`src/rtl/multicycle_controller.sv`:
```
// multicycle_controller: Moore FSM that steps the shared RV32I datapath through
// fetch/decode/execute/memory/writeback, stalling on mem_ready and trapping bad opcodes.
module multicycle_controller (
   input  logic       clk,
   input  logic       reset,
   input  logic [6:0] opcode,
   input  logic [2:0] funct3,
   input  logic       funct7b5,
   input  logic       N,
   input  logic       Z,
   input  logic       C,
   input  logic       V,
   input  logic       mem_ready,
   output logic       pc_wren,
   output logic       ir_wren,
   output logic       adr_sel,
   output logic       dmem_wren,
   output logic       regfile_wren,
   output logic [1:0] alu_asel,
   output logic [1:0] alu_bsel,
   output logic [1:0] result_sel,
   output logic [1:0] ximm_sel,
   output logic [3:0] ALU_control,
   output logic       illegal_instr,
   output logic [3:0] state
);
   typedef enum logic [3:0] {
      FETCH = 4'd0, DECODE = 4'd1, MEMADR = 4'd2, MEMREAD = 4'd3, MEMWB = 4'd4,
      MEMWRITE = 4'd5, EXECR = 4'd6, EXECI = 4'd7, ALUWB = 4'd8, JAL = 4'd9,
      BRANCH = 4'd10, TRAP = 4'd15
   } state_t;
   state_t state_q, state_d;
   logic [3:0] alu_fn;
   logic taken, is_sw;
   assign is_sw = opcode == 7'b0100011;
   assign state = state_q;
   assign alu_fn = funct3 == 3'b000 ? ((funct7b5 && state_q == EXECR) ? 4'd1 : 4'd0) :
                   funct3 == 3'b001 ? 4'd7 :
                   funct3 == 3'b010 ? 4'd5 :
                   funct3 == 3'b011 ? 4'd6 :
                   funct3 == 3'b100 ? 4'd4 :
                   funct3 == 3'b101 ? (funct7b5 ? 4'd9 : 4'd8) :
                   funct3 == 3'b110 ? 4'd3 : 4'd2;
   // C is the no-borrow flag of rs1-rs2, so !C means rs1 <u rs2
   assign taken = funct3 == 3'b000 ? Z :
                  funct3 == 3'b001 ? !Z :
                  funct3 == 3'b100 ? (N ^ V) :
                  funct3 == 3'b101 ? !(N ^ V) :
                  funct3 == 3'b110 ? !C :
                  funct3 == 3'b111 ? C : 1'b0;
   always_ff @(posedge clk or negedge reset)
      if (!reset) state_q <= FETCH;
      else        state_q <= state_d;
   always_comb begin
      state_d       = state_q;
      pc_wren       = 1'b0;
      ir_wren       = 1'b0;
      adr_sel       = 1'b0;
      dmem_wren     = 1'b0;
      regfile_wren  = 1'b0;
      alu_asel      = 2'b00;
      alu_bsel      = 2'b00;
      result_sel    = 2'b00;
      ximm_sel      = 2'b00;
      ALU_control   = 4'd0;
      illegal_instr = 1'b0;
      case (state_q)
         FETCH: begin
            alu_bsel   = 2'b10;
            result_sel = 2'b10;
            pc_wren    = mem_ready;
            ir_wren    = mem_ready;
            state_d    = mem_ready ? DECODE : FETCH;
         end
         DECODE: begin
            alu_asel = 2'b01;
            alu_bsel = 2'b01;
            ximm_sel = 2'b10;
            state_d  = (opcode == 7'b0000011 || is_sw) ? MEMADR :
                       opcode == 7'b0110011 ? EXECR :
                       opcode == 7'b0010011 ? EXECI :
                       opcode == 7'b1101111 ? JAL :
                       opcode == 7'b1100011 ? BRANCH : TRAP;
         end
         MEMADR: begin
            alu_asel = 2'b10;
            alu_bsel = 2'b01;
            ximm_sel = is_sw ? 2'b01 : 2'b00;
            state_d  = is_sw ? MEMWRITE : MEMREAD;
         end
         MEMREAD: begin
            adr_sel = 1'b1;
            state_d = mem_ready ? MEMWB : MEMREAD;
         end
         MEMWB: begin
            result_sel   = 2'b01;
            regfile_wren = 1'b1;
            state_d      = FETCH;
         end
         MEMWRITE: begin
            adr_sel   = 1'b1;
            dmem_wren = 1'b1;
            state_d   = mem_ready ? FETCH : MEMWRITE;
         end
         EXECR: begin
            alu_asel    = 2'b10;
            ALU_control = alu_fn;
            state_d     = ALUWB;
         end
         EXECI: begin
            alu_asel    = 2'b10;
            alu_bsel    = 2'b01;
            ALU_control = alu_fn;
            state_d     = ALUWB;
         end
         ALUWB: begin
            regfile_wren = 1'b1;
            state_d      = FETCH;
         end
         JAL: begin
            alu_asel = 2'b01;
            alu_bsel = 2'b10;
            pc_wren  = 1'b1;
            state_d  = ALUWB;
         end
         BRANCH: begin
            alu_asel    = 2'b10;
            ALU_control = 4'd1;
            pc_wren     = taken;
            state_d     = funct3[2:1] == 2'b01 ? TRAP : FETCH;
         end
         default: begin
            illegal_instr = 1'b1;
            state_d       = TRAP;
         end
      endcase
      // state_q is already FETCH under reset, but FETCH would otherwise drive enables from mem_ready
      if (!reset) begin
         pc_wren       = 1'b0;
         ir_wren       = 1'b0;
         adr_sel       = 1'b0;
         dmem_wren     = 1'b0;
         regfile_wren  = 1'b0;
         alu_asel      = 2'b00;
         alu_bsel      = 2'b00;
         result_sel    = 2'b00;
         ximm_sel      = 2'b00;
         ALU_control   = 4'd0;
         illegal_instr = 1'b0;
      end
   end
endmodule

```
`config.mk`:
```
export PLATFORM = sky130hd
export DESIGN_NAME = multicycle_controller
export DESIGN_NICKNAME = d
export VERILOG_FILES = /design/src/rtl/multicycle_controller.sv
export SDC_FILE = /design/constraint.sdc
export NUM_CORES = 1
export LEC_CHECK = 0
export ABC_AREA = 1
export BUFFER_PORTS_ARGS = -buffer_cell sky130_fd_sc_hd__buf_2
export CAP_MARGIN = 40
export CORE_MARGIN = 2
export CORE_UTILIZATION = 25
export CTS_CLUSTER_SIZE = 24
export DETAILED_ROUTE_END_ITERATION = 8
export GPL_ROUTABILITY_DRIVEN = 1
export SLEW_MARGIN = 20
export SYNTH_ARGS = -nofsm -noshare
export SYNTH_HDL_FRONTEND = slang
export SYNTH_SLANG_ARGS = --single-unit
```
`constraint.sdc`:
```
create_clock -name clk -period 1.4 [get_ports clk]
set_input_delay 0.07 -clock clk [delete_from_list [all_inputs] [get_ports clk]]
set_output_delay 0.07 -clock clk [all_outputs]
set_load 0.1 [all_outputs]
```
==> results of run 1 <==
metal layers:
| metal | share of wire, % | track usage (%) | wire length, um | vias up |
|---|---|---|---|---|
| met5 | 0 | 0 | 0 | - |
| met4 | 1.6 | 6.46 | 47 | 0 |
| met3 | 4.0 | 3.49 | 117 | 6 |
| met2 | 55 | 35.0 | 1610 | 26 |
| met1 | 40 | 18.4 | 1170 | 517 |
| li1 | - | - | - | 543 |
through the flow:
step / hold WS [ns] / setup WS (ns) / TNS (ns) / instances
2_1_floorplan: -0.226 / -0.778 / -6.48 / 122
3_3_place_gp: -0.0156 / -0.00956 / -0.0237 / 213
3_5_place_dp: -0.0157 / -0.0482 / -0.162 / 213
4_1_cts: 0.184 / -0.287 / -3.60 / 219
5_1_grt: 0.199 / -0.372 / -5.04 / 225
6_report: 0.185 / -0.325 / -4.14 / 225
power by group through the flow:
stage / Sequential, mW / Combinational [mW] / Clock [mW]
floorplan: 0.118 / 0.0701 / 0
global placement: 0.118 / 0.121 / 0
detailed placement: 0.118 / 0.125 / 0
CTS: 0.116 / 0.128 / 0.149
global route: 0.116 / 0.144 / 0.157
finish: 0.116 / 0.131 / 0.152
Yosys cell counts, drive strengths merged:
library cell | n | area, um^2
a211oi | 1 | 12.5
a21oi | 6 | 33.8
a22oi | 1 | 7.51
and3b | 1 | 8.76
buf | 1 | 5.00
clkbuf | 1 | 3.75
dfrtp | 4 | 100
inv | 19 | 71.3
nand2 | 31 | 121
nand3 | 13 | 65.1
nand3b | 3 | 22.5
nand4 | 5 | 31.3
nor2 | 23 | 109
nor3 | 3 | 15.0
nor3b | 1 | 12.5
nor4 | 2 | 18.8
o21ai | 4 | 23.8
o31ai | 1 | 7.51
or2 | 2 | 12.5
tightest hold or removal path: cells and delay by family:
kind / cells / cell delay, ns
buf+inv: 2 / 0.14
simple gates: 3 / 0.20
repair_timing:
item,4_1_cts,5_1_grt
resized for setup,28,17
setup buffers,3,6
endpoints found under the setup margin,20,21
pin swaps,13,14
hold endpoints to repair,4,0
hold buffers,1,0
path summary, 6_finish.rpt:
| check | start | to | slack, ns | cells after the start |
|---|---|---|---|---|
| worst max-delay path | state[1] | alu_bsel[0] | -0.32 | 6 |
| worst min-delay path | opcode[6] | state[3] | 0.19 | 5 |
| worst max register to register | state[0] | state[1] | -0.05 | 8 |
| worst min register to register | state[0] | state[3] | 0.83 | 3 |
| max in group asynchronous | reset | state[1] | 0.88 | 3 |
| min in group asynchronous | reset | state[2] | 0.33 | 3 |
cell type report:
class                   count  area [um^2]
flip-flops and latches      4          115
multi-input cells          97          803
well taps                  30         37.5
clock buffers               3         22.5
inverters                  19         83.8
fillers                   196          688
repair buffers             72          772
logic make-up (layout without fill, tap and decap cells):
family          after synthesis  count (layout)  share of synthesized area (%)
compound gates               13              13                           12.5
buf+inv                      21              94                           11.7
flops                         4               4                           14.7
simple gates                 84              84                           61.1
placed cells by master (no fill, tap or decap), types with 6 or more instances in the layout:
cell	Yosys	routed
sky130_fd_sc_hd__nor2_1	16	6
sky130_fd_sc_hd__nand3_1	13	11
sky130_fd_sc_hd__buf_12	0	19
sky130_fd_sc_hd__inv_1	14	11
sky130_fd_sc_hd__nand2_4	0	8
sky130_fd_sc_hd__nand2_1	29	22
sky130_fd_sc_hd__nor2_4	1	15
sky130_fd_sc_hd__buf_2	1	20
sky130_fd_sc_hd__buf_4	0	21
sky130_fd_sc_hd__buf_6	0	11
==> implementation parameters, run 1 <==
Parameter                              Value

Outcome
  Run status    complete, but fails checks
  Violated checks    setup timing

Critical path
  CP peak stage delay    0.53 ns
  Critical path buffer and inverter count    3
  Crit path capture type    output pin
  Crit-path slowest cell    sky130_fd_sc_hd__dfrtp_4
  Data arrival time at the worst-slack endpoint    1.65 ns
  Kind of cell with the highest combined delay on the critical path    flip-flops
  Critical path class    flip-flop to output pin
  CP cell instances    nand2_1 -> nor2_4 -> buf_4 -> o31ai_2 -> inv_2 -> buf_12
  Critical path launch point type    flip-flop
  Crit-path max FO    5
  Required time at the worst-slack endpoint    1.33 ns

Logic synthesis
  Sequential area share after synthesis    14.7%
  Synth warnings    0
  #FFs+latches synth    4
  Mean instance size in the synthesized netlist    5.59 um^2
  Post-synthesis instance area    682 um^2
  Number of instances in the synthesized netlist    122
  Number of distinct standard cells referenced by the synthesized netlist    27
  Syn_nets    140

Floorplanning
  Top Ports    40
  Std-Cell Core Area    0.00252 mm^2
  Die extent in y    56.2 um
  Area enclosed by the die boundary    0.00316 mm^2
  Initial standard-cell utilization of the core    27.0%
  Std-Cell Rows    18
  Die X-Extent    56.2 um

Job
  Max cap viols    0

Detailed routing
  Vias per inst    4.85
  First drt pass iteration count    4
  Number of DRC violations after detailed-routing iteration 0    20
  Final wirelength    2940 um
  Final routed DRC violation total    0
  Number of vias in the routed layout    1092
  Number of nets still failing antenna checks after routing    0
  Routed len/inst    13.1 um

Timing
  Clock tree skew after final layout    0.00258 ns
  Final worst setup slack    -0.325 ns
  Tightest slew margin relative to the limit    67.9%
  Portion of the clock cycle consumed by the worst path in the final layout    123%
  Total count of max-transition violations in the final report    0
  Slew of the pin with the lowest slew margin    0.485 ns
  RSZ-0062 raised after global routing    true
  Number of endpoints failing setup at the final stage    21
  Post-layout min period    1.72 ns
  FMAX    0.580 GHz
  Final Hold Viols    0

Layout
  Layout-stage area growth over the synthesis result    169%
  Final cell utilization of the core    72.7%
  Final non-filler cell area    0.00183 mm^2
  Count of inserted antenna diode cells    0
  Share of layout cells above drive strength 1    66.2%
  Number of flip-flops under the largest register name    4
  Nets    215

Power and ir drop
  Relative contribution of combinational cells to total power    32.9%
  Power per standard cell area    218 mW/mm^2
  Static leakage power    0.777 nW
  Net switching component of the power    139 uW
  Reg power frac    29.1%
  Fraction of power spent switching nets    34.8%
  Maximum VDD drop    0.220 mV
  Cell internal power dissipation    260 uW
  Overall power after layout    399 uW
  Clock share of power    38.0%

Place
  Half-perimeter wire length of the detailed placement result    2120 um
  Instance area after placement    0.00154 mm^2
  Global placer's final weighted congestion    0.837
  Count of port buffers added during placement    39

Clock tree
  Clock tree buffer depth    2
  Clk Tree Root Cell    sky130_fd_sc_hd__clkbuf_4
  Clock transition at the registers of the reported paths    0.04 ns
  Clock tree from TritonCTS    yes
  Clock tree sinks    4
  Num CTS Buffers    3
  H-tree lvl count    1
  Clk_lat worst skew    0.25 ns

Global routing
  Initial antenna violation count    0
  Remaining global-route overflow    0
  First-pass GRT wire length    4620 um
  Vias in the first global route    1111
  Maximum number of pins on one net before global-route repair    11
  GRT Util Overall    17.9%

Min path
  Class of the tightest hold or removal check    input pin to flip-flop
Power figures use the tool's default switching activity.
==> run 2: changes to the inputs <==
- CORE_MARGIN: 2 -> 3
- RECOVER_POWER: not set -> 100
==> run 2 against run 1 <==
- the flow still finishes with violations (setup timing)
- setup slack improved by 0.0018 ns
- clock skew up 0.0057 ns
- flip-flop and latch count is the same
- clock power about the same
- die area up 7.2%
- highest routed layer unchanged
- first-iteration DRC count rose by 25%
- final cell count increased by 0.44%
- sequential share of layout area is 0.14 points higher
- largest cell class unchanged
==> implementation parameters, run 2 (synthesis gave the netlist of run 1 again) <==
Parameter                              Value

Critical path
  Data arrival time at the worst-slack endpoint    1.65 ns
  Crit path capture type    output pin
  Kind of cell with the highest combined delay on the critical path    simple AND/OR/NAND/NOR gates
  Crit-path max FO    4
  Critical path class    flip-flop to output pin
  Crit-path slowest cell    sky130_fd_sc_hd__dfrtp_4
  Required time at the worst-slack endpoint    1.33 ns
  CP cell instances    inv_4 -> nand2_4 -> nor2_4 -> nand2_4 -> nor4_4 -> buf_12
  Critical path buffer and inverter count    2
  Cell type with the highest occurrence count on the critical path    sky130_fd_sc_hd__nand2_4
  Critical path launch point type    flip-flop
  CP peak stage delay    0.51 ns

Timing
  Portion of the clock cycle consumed by the worst path in the final layout    123%
  Clock tree skew after final layout    0.00824 ns
  Number of endpoints failing setup at the final stage    21
  Final Hold Viols    0
  FMAX    0.580 GHz
  Slew of the pin with the lowest slew margin    0.557 ns
  Final worst setup slack    -0.323 ns
  Hold slack    0.213 ns
  Total count of max-transition violations in the final report    0
  Post-layout min period    1.72 ns
  RSZ-0062 raised after global routing    true
  Tightest slew margin relative to the limit    63.0%

Place
  Instance area after placement    0.00153 mm^2
  Global placer's final weighted congestion    0.881
  Placed instance count    211
  Count of port buffers added during placement    39
  Half-perimeter wire length of the detailed placement result    2120 um

Global routing
  Initial antenna violation count    0
  Vias in the first global route    1110
  First-pass GRT wire length    4590 um
  GRT Util Overall    17.0%
  Maximum number of pins on one net before global-route repair    11
  Remaining global-route overflow    0

Clock tree
  Clk Tree Root Cell    sky130_fd_sc_hd__clkbuf_4
  Clock tree from TritonCTS    yes
  Clk_lat worst skew    0.25 ns
  Clock tree buffer depth    2
  Clock tree sinks    4
  Num CTS Buffers    3
  Clock transition at the registers of the reported paths    0.04 ns
  H-tree lvl count    1

Power and ir drop
  Power per standard cell area    222 mW/mm^2
  Static leakage power    0.781 nW
  Maximum VDD drop    0.279 mV

Layout
  Count of inserted antenna diode cells    0
  Layout-stage area growth over the synthesis result    163%
  Final non-filler cell area    0.00180 mm^2
  Total area of sequential cells    115 um^2
  Top library cells by usage in the layout, fill and taps aside    sky130_fd_sc_hd__nand2_1, sky130_fd_sc_hd__buf_4, sky130_fd_sc_hd__buf_2, sky130_fd_sc_hd__buf_12, sky130_fd_sc_hd__nor2_4
  Share of layout cells above drive strength 1    66.8%
  Number of flip-flops under the largest register name    4
  Footprint of the multi-input gates    777 um^2
  Count of placed standard cells in the final layout, fillers left out    226
  Number of inserted filler cells in the final layout    200
  Nets    216

Detailed routing
  Detailed route wirelength on metal2    1550 um
  Number of vias in the routed layout    1118
  Top metal layer carrying routed signals    met4
  Number of nets still failing antenna checks after routing    0
  Routed len/inst    12.8 um
  Final routed DRC violation total    0
  Routed length on met1    1150 um
  Final wirelength    2890 um
  Vias per inst    4.95
  First drt pass iteration count    4
  Number of DRC violations after detailed-routing iteration 0    25
  Detail Route met3 WL    153 um

Floorplanning
  Std-Cell Rows    18
  Die X-Extent    58.2 um
  Die extent in y    58.2 um
  Std-Cell Core Area    0.00254 mm^2
  Area enclosed by the die boundary    0.00339 mm^2
  Top Ports    40
  Initial standard-cell utilization of the core    26.8%

Job
  Max cap viols    0

Outcome
  Violated checks    setup timing
  Run status    complete, but fails checks

Min path
  Class of the tightest hold or removal check    input pin to flip-flop
[run 2: cell count changes in the layout (fill, tap and decap cells not counted), sizes merged]
cell / change
buf: -1
clkbuf: +2
[run 2: cell type report]
cell class	instances	area share, %
multi-input combinational	97	43.3
timing repair buffer	73	42.6
sequential	4	6.41
inverter	19	4.39
tap	30	2.09
clock buffer	3	1.25
[run 2: timing repair]
item / in CTS / in global routing
hold buffers: 1 / 0
buffers inserted: 7 / 4
pin swaps: 10 / 9
setup endpoints to repair: 18 / 21
gates resized for setup: 19 / 19
gates cloned: 0 / 0
endpoints found under the hold margin: 4 / 0
[run 2: per-layer routing]
layer	global-route usage, %	vias up
met5	0	-
met4	8.28	0
met3	2.67	4
met2	30.5	36
met1	19.3	526
li1	-	552
[run 2: metrics by stage]
| stage | util, % | power (mW) | TNS [ns] | setup WS (ns) |
|---|---|---|---|---|
| global route | 70.6 | 0.415 | -4.65 | -0.374 |
| finish | 70.6 | 0.398 | -3.59 | -0.323 |
| detailed placement | 60.0 | 0.244 | -0.132 | -0.0752 |
| CTS | 66.4 | 0.396 | -3.41 | -0.306 |
| floorplan | - | 0.188 | -6.48 | -0.778 |
| global placement | 60.0 | 0.239 | -0.0254 | -0.0157 |
[run 2: path summary, 6_finish.rpt]
check,start,end,slack [ns],cells after the start
setup / recovery,state[3],ALU_control[3],-0.32,6
hold / removal,opcode[4],state[0],0.21,4
setup reg to reg,state[0],state[2],-0.04,8
hold reg to reg,state[0],state[3],0.81,4
max in group asynchronous,reset,state[1],0.86,3
min in group asynchronous,reset,state[3],0.34,3
[run 2: tightest hold or removal path, cell delays in order]
cell                       delay, ns
sky130_fd_sc_hd__buf_2          0.12
sky130_fd_sc_hd__nand4_1        0.08
sky130_fd_sc_hd__nand3b_1       0.07
sky130_fd_sc_hd__nand3_1        0.06
[run 2: power by group]
part	switching (mW)	internal, mW
combinational	0.0828	0.0478
clock	0.0553	0.0964
sequential	0	0.116
